## config.mk

```make
export PLATFORM = sky130hd
export DESIGN_NAME = perceptron_datapath
export DESIGN_NICKNAME = d
export VERILOG_FILES = /design/src/rtl/perceptron_pkg.sv /design/src/rtl/perceptron_sample_mem.sv /design/src/rtl/perceptron_datapath.sv
export SDC_FILE = /design/constraint.sdc
export NUM_CORES = 2
export LEC_CHECK = 0
export BUFFER_PORTS_ARGS = -buffer_cell sky130_fd_sc_hd__buf_4
export CORE_UTILIZATION = 50
export DETAILED_ROUTE_END_ITERATION = 8
export PLACE_DENSITY = 0.78
export SLEW_MARGIN = 15
export SYNTH_ARGS = -nofsm -noshare
export SYNTH_HDL_FRONTEND = slang
export SYNTH_SLANG_ARGS = --single-unit
```

## constraint.sdc

```tcl
create_clock -name clk -period 8.5 [get_ports clk]
set_input_delay 1.7 -clock clk [delete_from_list [all_inputs] [get_ports clk]]
set_output_delay 1.7 -clock clk [all_outputs]
set_load 0.05 [all_outputs]
```

## src/rtl/perceptron_pkg.sv

```systemverilog
// perceptron_pkg
//   Shared definitions for the perceptron training datapath.
//   - DATA_W_DEF / W_W_DEF : default sample and weight widths
//   - T_POS / T_NEG        : one-bit encoding of the +1 / -1 target values
//   - sign_of(net)         : classification rule, net >= 0 maps to +1
//   - sat_add(a, delta, w) : a + delta clamped to a w-bit signed range
package perceptron_pkg;

  localparam int DATA_W_DEF = 8;
  localparam int W_W_DEF    = 16;

  localparam logic T_POS = 1'b1;
  localparam logic T_NEG = 1'b0;

  // Callers sign-extend their net value to 64 bits before calling.
  function automatic logic sign_of(input logic signed [63:0] net);
    return (net >= 64'sd0) ? T_POS : T_NEG;
  endfunction

  // Works for any result width w up to 32; the sum is formed one bit wider
  // than the operands so it can never wrap before the clamp.
  function automatic logic signed [31:0] sat_add(input logic signed [31:0] a,
                                                 input logic signed [31:0] delta,
                                                 input int                 w);
    logic signed [32:0] sum;
    logic signed [32:0] hi;
    logic signed [32:0] lo;
    sum = 33'(a) + 33'(delta);
    hi  = (33'sd1 <<< (w - 1)) - 33'sd1;
    lo  = -(33'sd1 <<< (w - 1));
    if (sum > hi) begin
      sum = hi;
    end else if (sum < lo) begin
      sum = lo;
    end
    return sum[31:0];
  endfunction

endpackage

```

## src/rtl/perceptron_sample_mem.sv

```systemverilog
// perceptron_sample_mem
//   Training-sample register file: N_SAMPLES entries of {x1, x2, t}.
//   Ports:
//     clk, rst          : clock, asynchronous active-low reset (clears all entries)
//     we                : write strobe (already qualified by the controller's ready)
//     wr_addr           : write index; indices >= N_SAMPLES are dropped
//     wr_x1, wr_x2, wr_t: entry to store
//     rd_addr           : asynchronous read index
//     rd_x1, rd_x2, rd_t: entry at rd_addr
module perceptron_sample_mem
  import perceptron_pkg::*;
#(
  parameter int DATA_W    = DATA_W_DEF,
  parameter int N_SAMPLES = 8,
  parameter int CNT_W     = $clog2(N_SAMPLES)
) (
  input  logic                     clk,
  input  logic                     rst,
  input  logic                     we,
  input  logic [CNT_W-1:0]         wr_addr,
  input  logic signed [DATA_W-1:0] wr_x1,
  input  logic signed [DATA_W-1:0] wr_x2,
  input  logic                     wr_t,
  input  logic [CNT_W-1:0]         rd_addr,
  output logic signed [DATA_W-1:0] rd_x1,
  output logic signed [DATA_W-1:0] rd_x2,
  output logic                     rd_t
);

  localparam int               ENTRY_W = 2 * DATA_W + 1;
  localparam logic [CNT_W:0]   DEPTH   = (CNT_W + 1)'(N_SAMPLES);

  logic [ENTRY_W-1:0] mem [N_SAMPLES];

  always_ff @(posedge clk or negedge rst) begin
    if (!rst) begin
      for (int i = 0; i < N_SAMPLES; i++) begin
        mem[i] <= '0;
      end
    end else if (we && ({1'b0, wr_addr} < DEPTH)) begin
      mem[wr_addr] <= {wr_x1, wr_x2, wr_t};
    end
  end

  assign {rd_x1, rd_x2, rd_t} = mem[rd_addr];

endmodule

```

## src/rtl/perceptron_datapath.sv

```systemverilog
// perceptron_datapath
//   Datapath half of the perceptron trainer. Holds the sample memory, the
//   sample counter, weights w1/w2/b, the per-epoch update flag, an epoch
//   counter and the test-classification result.
//   Ports:
//     clk, rst                    : clock, asynchronous active-low reset
//     ready                       : controller idle; sample writes only land while high
//     initCounter .. enableTest   : controller strobes
//     alpha                       : unsigned learning rate
//     wr_en/wr_addr/wr_x1/wr_x2/wr_t : sample write port
//     x1_test, x2_test            : inputs to classify on enableTest
//     cout                        : counter at last sample (combinational)
//     flag                        : an update happened this epoch
//     update                      : current sample misclassified (combinational)
//     w1, w2, b                   : current weights
//     epochs                      : epochs run since the last initW1
//     y_test, y_valid             : classification result and its refresh pulse
//   y_valid is a one-cycle pulse on the cycle after enableTest; there is no
//   back-pressure, a consumer must take y_test then or read the held value later.
module perceptron_datapath
  import perceptron_pkg::*;
#(
  parameter int DATA_W    = DATA_W_DEF,
  parameter int W_W       = W_W_DEF,
  parameter int N_SAMPLES = 8,
  parameter int CNT_W     = $clog2(N_SAMPLES),
  parameter int W_INIT    = 0,
  parameter int EPOCH_W   = 8
) (
  input  logic                     clk,
  input  logic                     rst,
  input  logic                     ready,
  input  logic                     initCounter,
  input  logic                     initW1,
  input  logic                     initW2,
  input  logic                     initB,
  input  logic                     initFlag,
  input  logic                     setFlag,
  input  logic                     ldW1,
  input  logic                     ldW2,
  input  logic                     ldB,
  input  logic                     enableCount,
  input  logic                     enableTest,
  input  logic [7:0]               alpha,
  input  logic                     wr_en,
  input  logic [CNT_W-1:0]         wr_addr,
  input  logic signed [DATA_W-1:0] wr_x1,
  input  logic signed [DATA_W-1:0] wr_x2,
  input  logic                     wr_t,
  input  logic signed [DATA_W-1:0] x1_test,
  input  logic signed [DATA_W-1:0] x2_test,
  output logic                     cout,
  output logic                     flag,
  output logic                     update,
  output logic signed [W_W-1:0]    w1,
  output logic signed [W_W-1:0]    w2,
  output logic signed [W_W-1:0]    b,
  output logic [EPOCH_W-1:0]       epochs,
  output logic                     y_test,
  output logic                     y_valid
);

  // Two products plus bias need two guard bits above W_W+DATA_W.
  localparam int NET_W = W_W + DATA_W + 2;
  // alpha (8 bits unsigned) times a DATA_W signed sample, plus a sign bit.
  localparam int DELTA_W = DATA_W + 9;

  localparam logic [CNT_W-1:0]      CNT_LAST  = CNT_W'(N_SAMPLES - 1);
  localparam logic signed [W_W-1:0] W_INIT_V  = W_W'(W_INIT);

  logic [CNT_W-1:0]         cnt;
  logic signed [DATA_W-1:0] mx1;
  logic signed [DATA_W-1:0] mx2;
  logic                     mt;

  logic signed [NET_W-1:0]   net;
  logic signed [NET_W-1:0]   net_test;
  logic signed [DELTA_W-1:0] alpha_s;
  logic signed [DELTA_W-1:0] d1;
  logic signed [DELTA_W-1:0] d2;
  logic signed [DELTA_W-1:0] db;

  perceptron_sample_mem #(
    .DATA_W    (DATA_W),
    .N_SAMPLES (N_SAMPLES),
    .CNT_W     (CNT_W)
  ) u_mem (
    .clk     (clk),
    .rst     (rst),
    .we      (wr_en && ready),
    .wr_addr (wr_addr),
    .wr_x1   (wr_x1),
    .wr_x2   (wr_x2),
    .wr_t    (wr_t),
    .rd_addr (cnt),
    .rd_x1   (mx1),
    .rd_x2   (mx2),
    .rd_t    (mt)
  );

  // Classification of the current sample and of the test inputs.
  always_comb begin
    net = NET_W'(w1) * NET_W'(mx1) + NET_W'(w2) * NET_W'(mx2) + NET_W'(b);
    net_test = NET_W'(w1) * NET_W'(x1_test) + NET_W'(w2) * NET_W'(x2_test) + NET_W'(b);
    update = (sign_of(64'(net)) != mt);
  end

  // Learning steps alpha*t*x and alpha*t; t selects the sign.
  always_comb begin
    alpha_s = $signed({{(DELTA_W - 8){1'b0}}, alpha});
    d1 = alpha_s * DELTA_W'(mx1);
    d2 = alpha_s * DELTA_W'(mx2);
    db = alpha_s;
    if (mt == T_NEG) begin
      d1 = -d1;
      d2 = -d2;
      db = -db;
    end
  end

  assign cout = (cnt == CNT_LAST);

  always_ff @(posedge clk or negedge rst) begin
    if (!rst) begin
      cnt <= '0;
    end else if (initCounter) begin
      cnt <= '0;
    end else if (enableCount) begin
      cnt <= (cnt == CNT_LAST) ? '0 : cnt + 1'b1;
    end
  end

  // Init has priority over load on each weight register.
  always_ff @(posedge clk or negedge rst) begin
    if (!rst) begin
      w1 <= '0;
      w2 <= '0;
      b  <= '0;
    end else begin
      if (initW1) begin
        w1 <= W_INIT_V;
      end else if (ldW1) begin
        w1 <= W_W'(sat_add(32'(w1), 32'(d1), W_W));
      end
      if (initW2) begin
        w2 <= W_INIT_V;
      end else if (ldW2) begin
        w2 <= W_W'(sat_add(32'(w2), 32'(d2), W_W));
      end
      if (initB) begin
        b <= W_INIT_V;
      end else if (ldB) begin
        b <= W_W'(sat_add(32'(b), 32'(db), W_W));
      end
    end
  end

  always_ff @(posedge clk or negedge rst) begin
    if (!rst) begin
      flag <= 1'b0;
    end else if (initFlag) begin
      flag <= 1'b0;
    end else if (setFlag) begin
      flag <= 1'b1;
    end
  end

  // The controller pulses initFlag once at the start of every epoch, so
  // counting those pulses counts epochs. Saturates rather than wrapping.
  always_ff @(posedge clk or negedge rst) begin
    if (!rst) begin
      epochs <= '0;
    end else if (initW1) begin
      epochs <= '0;
    end else if (initFlag && (epochs != '1)) begin
      epochs <= epochs + 1'b1;
    end
  end

  always_ff @(posedge clk or negedge rst) begin
    if (!rst) begin
      y_test  <= 1'b0;
      y_valid <= 1'b0;
    end else begin
      y_valid <= enableTest;
      if (enableTest) begin
        y_test <= sign_of(64'(net_test));
      end
    end
  end

endmodule

```

After elaboration in Yosys (flattened, before gate mapping)
Cells that the tools add are included.
Word-level totals
  bits of input ports: 59
  logic and storage cells: 89
  register bits: 198
Operators by class
  reduce and logical (&&, ||, !) cells: 9
  multiply operators: 6
  muxes and demuxes: 30
  $lt $le $gt $ge: 11
  add/sub/neg operators: 12
  equal/unequal tests: 3
  bitwise logic cells: 2
Operators with widths (count)
  2-to-1 mux 16 bit: 12
  bitwise mux 136 bit: 1
  2-to-1 mux 17 bit: 6
  multiplier 16 x 8 -> 24 bit: 4
  adder 16 x 17 -> 18 bit: 3
  greater-than comparator 18 x 16 -> 1 bit, second input constant: 3
  < comparator 18 x 16 -> 1 bit, second input constant: 3
  adder 25 x 16 -> 26 bit: 2
  >= comparator 26 x 1 -> 1 bit, second input constant: 2
  binary-select mux 17 bit (select 3 bit): 1
  demux 17 bit (select 3 bit): 1
  adder 24 x 24 -> 25 bit: 2
  multiplier 9 x 8 -> 17 bit: 2
  negation 17 bit: 2
  negation 8 -> 17 bit: 1
  2-to-1 mux 8 bit: 2
  nonzero test 2 bit: 6
  2-to-1 mux 3 bit: 3
  adder 8 x 1 -> 8 bit, second input constant: 1
  >= comparator 4 bit, second input constant: 2
  inequality test 8 bit, second input constant: 1
  inverter 3 -> 4 bit: 2
  < comparator 4 x 1 -> 1 bit, second input constant: 1
  2-to-1 mux 1 bit: 4
  other kinds (4): 6

Longest topological paths before layout
  word-level depth: 13
  depth in mapped cells: 36
  mapped depth without buffers: 32

By module
Synthesis repeated with hierarchy kept, for this count alone.
Unflattened totals
  cell total of the unflattened synthesis: 3448
  area, all modules: 35220.0 um2
By module, submodules not included
  perceptron_datapath: cells an instance 3092, area an instance 28914.0 um2, sequential area each 1551.5 um2, instances 1
  perceptron_sample_mem: cells an instance 356, area an instance 6306.0 um2, sequential area each 3403.3 um2, instances 1

Worst setup path after synthesis
No wires, ideal clock.
  path kind: reg-to-output
  from: register cnt[1]
  to: output update
  path buffers: 4
  path slack: -0.284 ns
  arrival: 7.084 ns
  stages on the path, launching flop included: 23
  cells stage by stage: dfrtp_1 clkbuf_1 buf_1 buf_2 mux4_2 mux2_2 clkbuf_1 nand2_1 fa_1 inv_1 fa_1 inv_1 fa_1 inv_1 fa_1 inv_1 fa_1 fa_1 inv_1 ha_1 nand4_1 o31a_1 xnor2_1
On the way
  cells in the longest elaborated chain, start to end: 10
  elaborated cells on any way between the ends: 11
  classes of those cells: add/sub: 2; mul: 2; order compare: 1; eq/ne: 1; mux: 4; bitwise: 1
Ends and longest elaborated chain
  start, declared: RTL line perceptron_datapath.sv:71  | logic [CNT_W-1:0] cnt;
  start signal, assigned: RTL line perceptron_datapath.sv:129  | cnt <= (cnt == CNT_LAST) ? '0 : cnt + 1'b1;
  inverter 3 -> 4 bit (implied by the code) (*): RTL line perceptron_sample_mem.sv:45  | assign {rd_x1, rd_x2, rd_t} = mem[rd_addr];
  binary-select mux 17 bit (select 3 bit) (*): RTL line perceptron_sample_mem.sv:45
  2-to-1 mux 17 bit (implied by the code) (*) (2 in series): RTL line perceptron_sample_mem.sv:45
  multiplier 16 x 8 -> 24 bit: RTL line perceptron_datapath.sv:103  | net = NET_W'(w1) * NET_W'(mx1) + NET_W'(w2) * NET_W'(mx2) + NET_W'(b);
  adder 24 x 24 -> 25 bit: RTL line perceptron_datapath.sv:103
  adder 25 x 16 -> 26 bit: RTL line perceptron_datapath.sv:103
  >= comparator 26 x 1 -> 1 bit: RTL line perceptron_pkg.sv:17  | return (net >= 64'sd0) ? T_POS : T_NEG;
  2-to-1 mux 1 bit: RTL line perceptron_pkg.sv:17
  inequality test 1 bit (*): RTL line perceptron_datapath.sv:105  | update = (sign_of(64'(net)) != mt);
  end, declared: RTL line perceptron_datapath.sv:54  | output logic update,
Mark *: on every way between the ends. The rest lies on a longest branch, timed or not. The select of a mux whose other input is x is not followed.

Worst setup path in the final report
  from: register cnt[0]
  to: output update
The elaborated chain is that of the path after synthesis.

==> impl_metrics.json <==
{
  "num_vias": 25730,
  "arrival_ns": 7.38,
  "finish.net_count": 4731,
  "number_of_placement_rows": 96,
  "reg2reg_slack_ns": 0.41,
  "synth-edff-count": 0,
  "required_worst_endpoint_ns": 6.80,
  "number_of_global_route_vias_before_repair": 28130,
  "post-synth-top-count-cell": "inv_1",
  "final.setup_skew_ns": 0.01596,
  "overall_overflow_remaining_after_global_route": 0,
  "timing.hold.worst.start": "u_mem.mem[18]",
  "cts-root-to-sink-buffers": 2,
  "hold-worst-slack_ns": 0.5070,
  "syn_area_per_cell_um2": 9.984,
  "min_to": "u_mem.mem[18]",
  "setup_viol": 1,
  "wl_um": 93740,
  "share_of_the_core_filled_with_cells": 0.5685,
  "place_inst": 4611,
  "cts_inserted_buffers": 17,
  "yosysTopAreaCellShare": 0.3621,
  "outcome": "complete, but fails checks",
  "worst-r2r-cell-count": 31,
  "hold_violations": 0,
  "cp-start-kind": "register",
  "final.period_utilization": 1.068,
  "worst_slew_pin_slew_ns": 1.071,
  "placeable_area_um2": 68950,
  "end_kind": "primary output",
  "synth-seq-area-share": 0.1416,
  "grt_first_pass_wirelength_um": 153000,
  "slew_headroom": 0.2844,
  "hold_depth": 1,
  "synth.top_cells.by_area": "fa_1, dfrtp_1, ha_1",
  "synthesis.nets": 4519,
  "tritoncts_clock_tree": "done",
  "fmax_mhz": 110.1,
  "reg2reg_to": "w1[3]",
  "gr-usage-all-layers": 0.2801,
  "post_route_cells_drive_above_1_share": 0.1678,
  "area.growth.synth_to_final_pct": 12.01,
  "worstHoldPathType": "reg -> reg",
  "setup_slack_ns": -0.5789,
  "cts.htree.levels": 4,
  "syn_inst": 3505,
  "antenna-diode-count": 0,
  "setup.worst_path.class": "reg -> out",
  "chipWidth_um": 266.6,
  "dieArea_um2": 71050,
  "dieHeight_um": 266.6,
  "antenna_violations_before_repair": 2,
  "yosysWarningCount": 0,
  "failing_checks": "setup timing",
  "clk-insertion-delay-late_ns": 0.50,
  "portBuffers": 119,
  "fillCellCount": 5836,
  "timing.critical_path.fanout_max": 7,
  "post_drt_via_cell_ratio": 5.519,
  "synth_cell_types": 71,
  "critPathLaunch": "cnt[0]",
  "io_pins": 120,
  "setup_repair_after_global_routing_missed_its_margin": "true",
  "final_cells": 4661,
  "postRouteAntennaNets": 0,
  "routabilityCongestion": 0.9327,
  "max-cap-violations": 0,
  "synth_async_sr_flop_share": 1.000,
  "route.detailed.drc": 0,
  "synth.top_cells.by_count": "inv_1, fa_1, nand2_1",
  "grt_max_degree": 75,
  "yosys.area.top_type": "fa_1",
  "post_synthesis_register_bit_count": 198,
  "final_cell_area_um2": 39200,
  "wl_per_cell_um": 20.11,
  "ys_dominant_reg_cell": "dfrtp_1",
  "dp_hpwl_um": 75500,
  "placement.cell_area_um2": 38160,
  "syn-cell-area_um2": 34990,
  "buffer_cell_driving_the_clock_tree_root": "clkbuf_16",
  "post-route-min-period_ns": 9.079,
  "first_iter_violations": 1719,
  "timing.final.max_slew_violations": 0,
  "worst_setup_hold_path_clk_slew_ns": 0.08,
  "rr_startpoint": "cnt[0]",
  "start_util": 0.5076,
  "clock_sink_count": 198,
  "detailedRoute.firstPassIterationCount": 6
}
==> layout by cell type, fill, tap and decap left out, types with 29 or more instances in the layout <==
cell type	synthesis	routed
inv_1	651	649
fa_1	633	632
nand2_1	339	337
ha_1	322	321
buf_4	1	304
and2_1	199	197
dfrtp_1	198	197
mux2_2	154	147
nor2_1	143	141
nor2b_1	91	87
a21oi_1	77	72
xnor2_1	69	68
nand2b_1	52	52
o21ai_0	50	47
xor2_1	42	42
mux4_2	34	34
a21o_1	29	29
==> state kept, by name, summed over array words and instances (netlist names) <==
name,count
u_mem.mem,136
y_test,1
cnt,3
epochs,8
b,16
flag,1
w2,16
w1,16
y_valid,1
==> cells by family (layout without fill, tap and decap cells) <==
kind of cell,Yosys count,in the layout,share of synthesized area
adders and majority gates,955,955,0.4772
and+or+nand+nor,943,943,0.1334
buffers and inverters,791,1015,0.08542
AOI/OAI and AO/OA,304,305,0.05885
muxes,203,203,0.07573
DFF,198,198,0.1416
xor gates and xnor gates,111,111,0.02778
==> metal layers <==
metal  track usage  wire length [um]
met5             0                 0
met4        0.1201              4332
met3       0.05037              6919
met2        0.4645             44740
met1        0.3604             37750
==> worst max-delay path, cell delays in order, from the launching register on <==
cell and delay (ns):
dfrtp_2 0.48, buf_6 0.14, buf_12 0.13, mux4_2 0.52, mux2_4 0.34, buf_4 0.17, and2_1 0.17, fa_1 0.47
fa_1 0.46, ha_1 0.31, fa_1 0.51, inv_1 0.06, fa_1 0.54, inv_1 0.05, fa_1 0.43, ha_1 0.29
a21o_1 0.17, a21oi_1 0.17, nor2b_1 0.08, o21ai_1 0.18, a21oi_2 0.10, a2111oi_2 0.34, buf_4 0.19, o31a_1 0.21
xnor2_2 0.17, buf_6 0.20
==> area by class of cell <==
class	count	area, um2	area share
clock buffers	18	439.2	0.01120
clock inverters	14	195.2	0.004980
inverters	654	2455	0.06263
multi-input cells	2517	27300	0.6965
flip-flops and latches	198	4956	0.1264
well taps	931	1165	0.02972
repair buffers	329	2685	0.06850
==> worst max path at each step <==
stage               endpoint  slack (ns)  cells after the start
floorplan             update        0.03                     26
CTS                   update       -0.50                     25
global route          update       -0.77                     26
global placement      update       -0.14                     23
finish                update       -0.58                     25
detailed placement    update       -0.18                     23
==> repair_timing <==
action,4_1_cts,5_1_grt
setup buffers,4,12
endpoints found under the setup margin,1,31
pin swaps,2,20
cloned,1,2
resized for setup,23,36
hold buffers,0,0
==> stage by stage <==
step | setup TNS (ns) | setup slack (ns)
2_1_floorplan | 0 | 0.02780
3_3_place_gp | -0.1432 | -0.1432
3_5_place_dp | -0.1754 | -0.1754
4_1_cts | -0.5025 | -0.5025
5_1_grt | -2.038 | -0.7725
6_report | -0.5789 | -0.5789
Power is not shown: default switching activity piles up to over one toggle a cycle in this logic, so the estimate is an artifact.
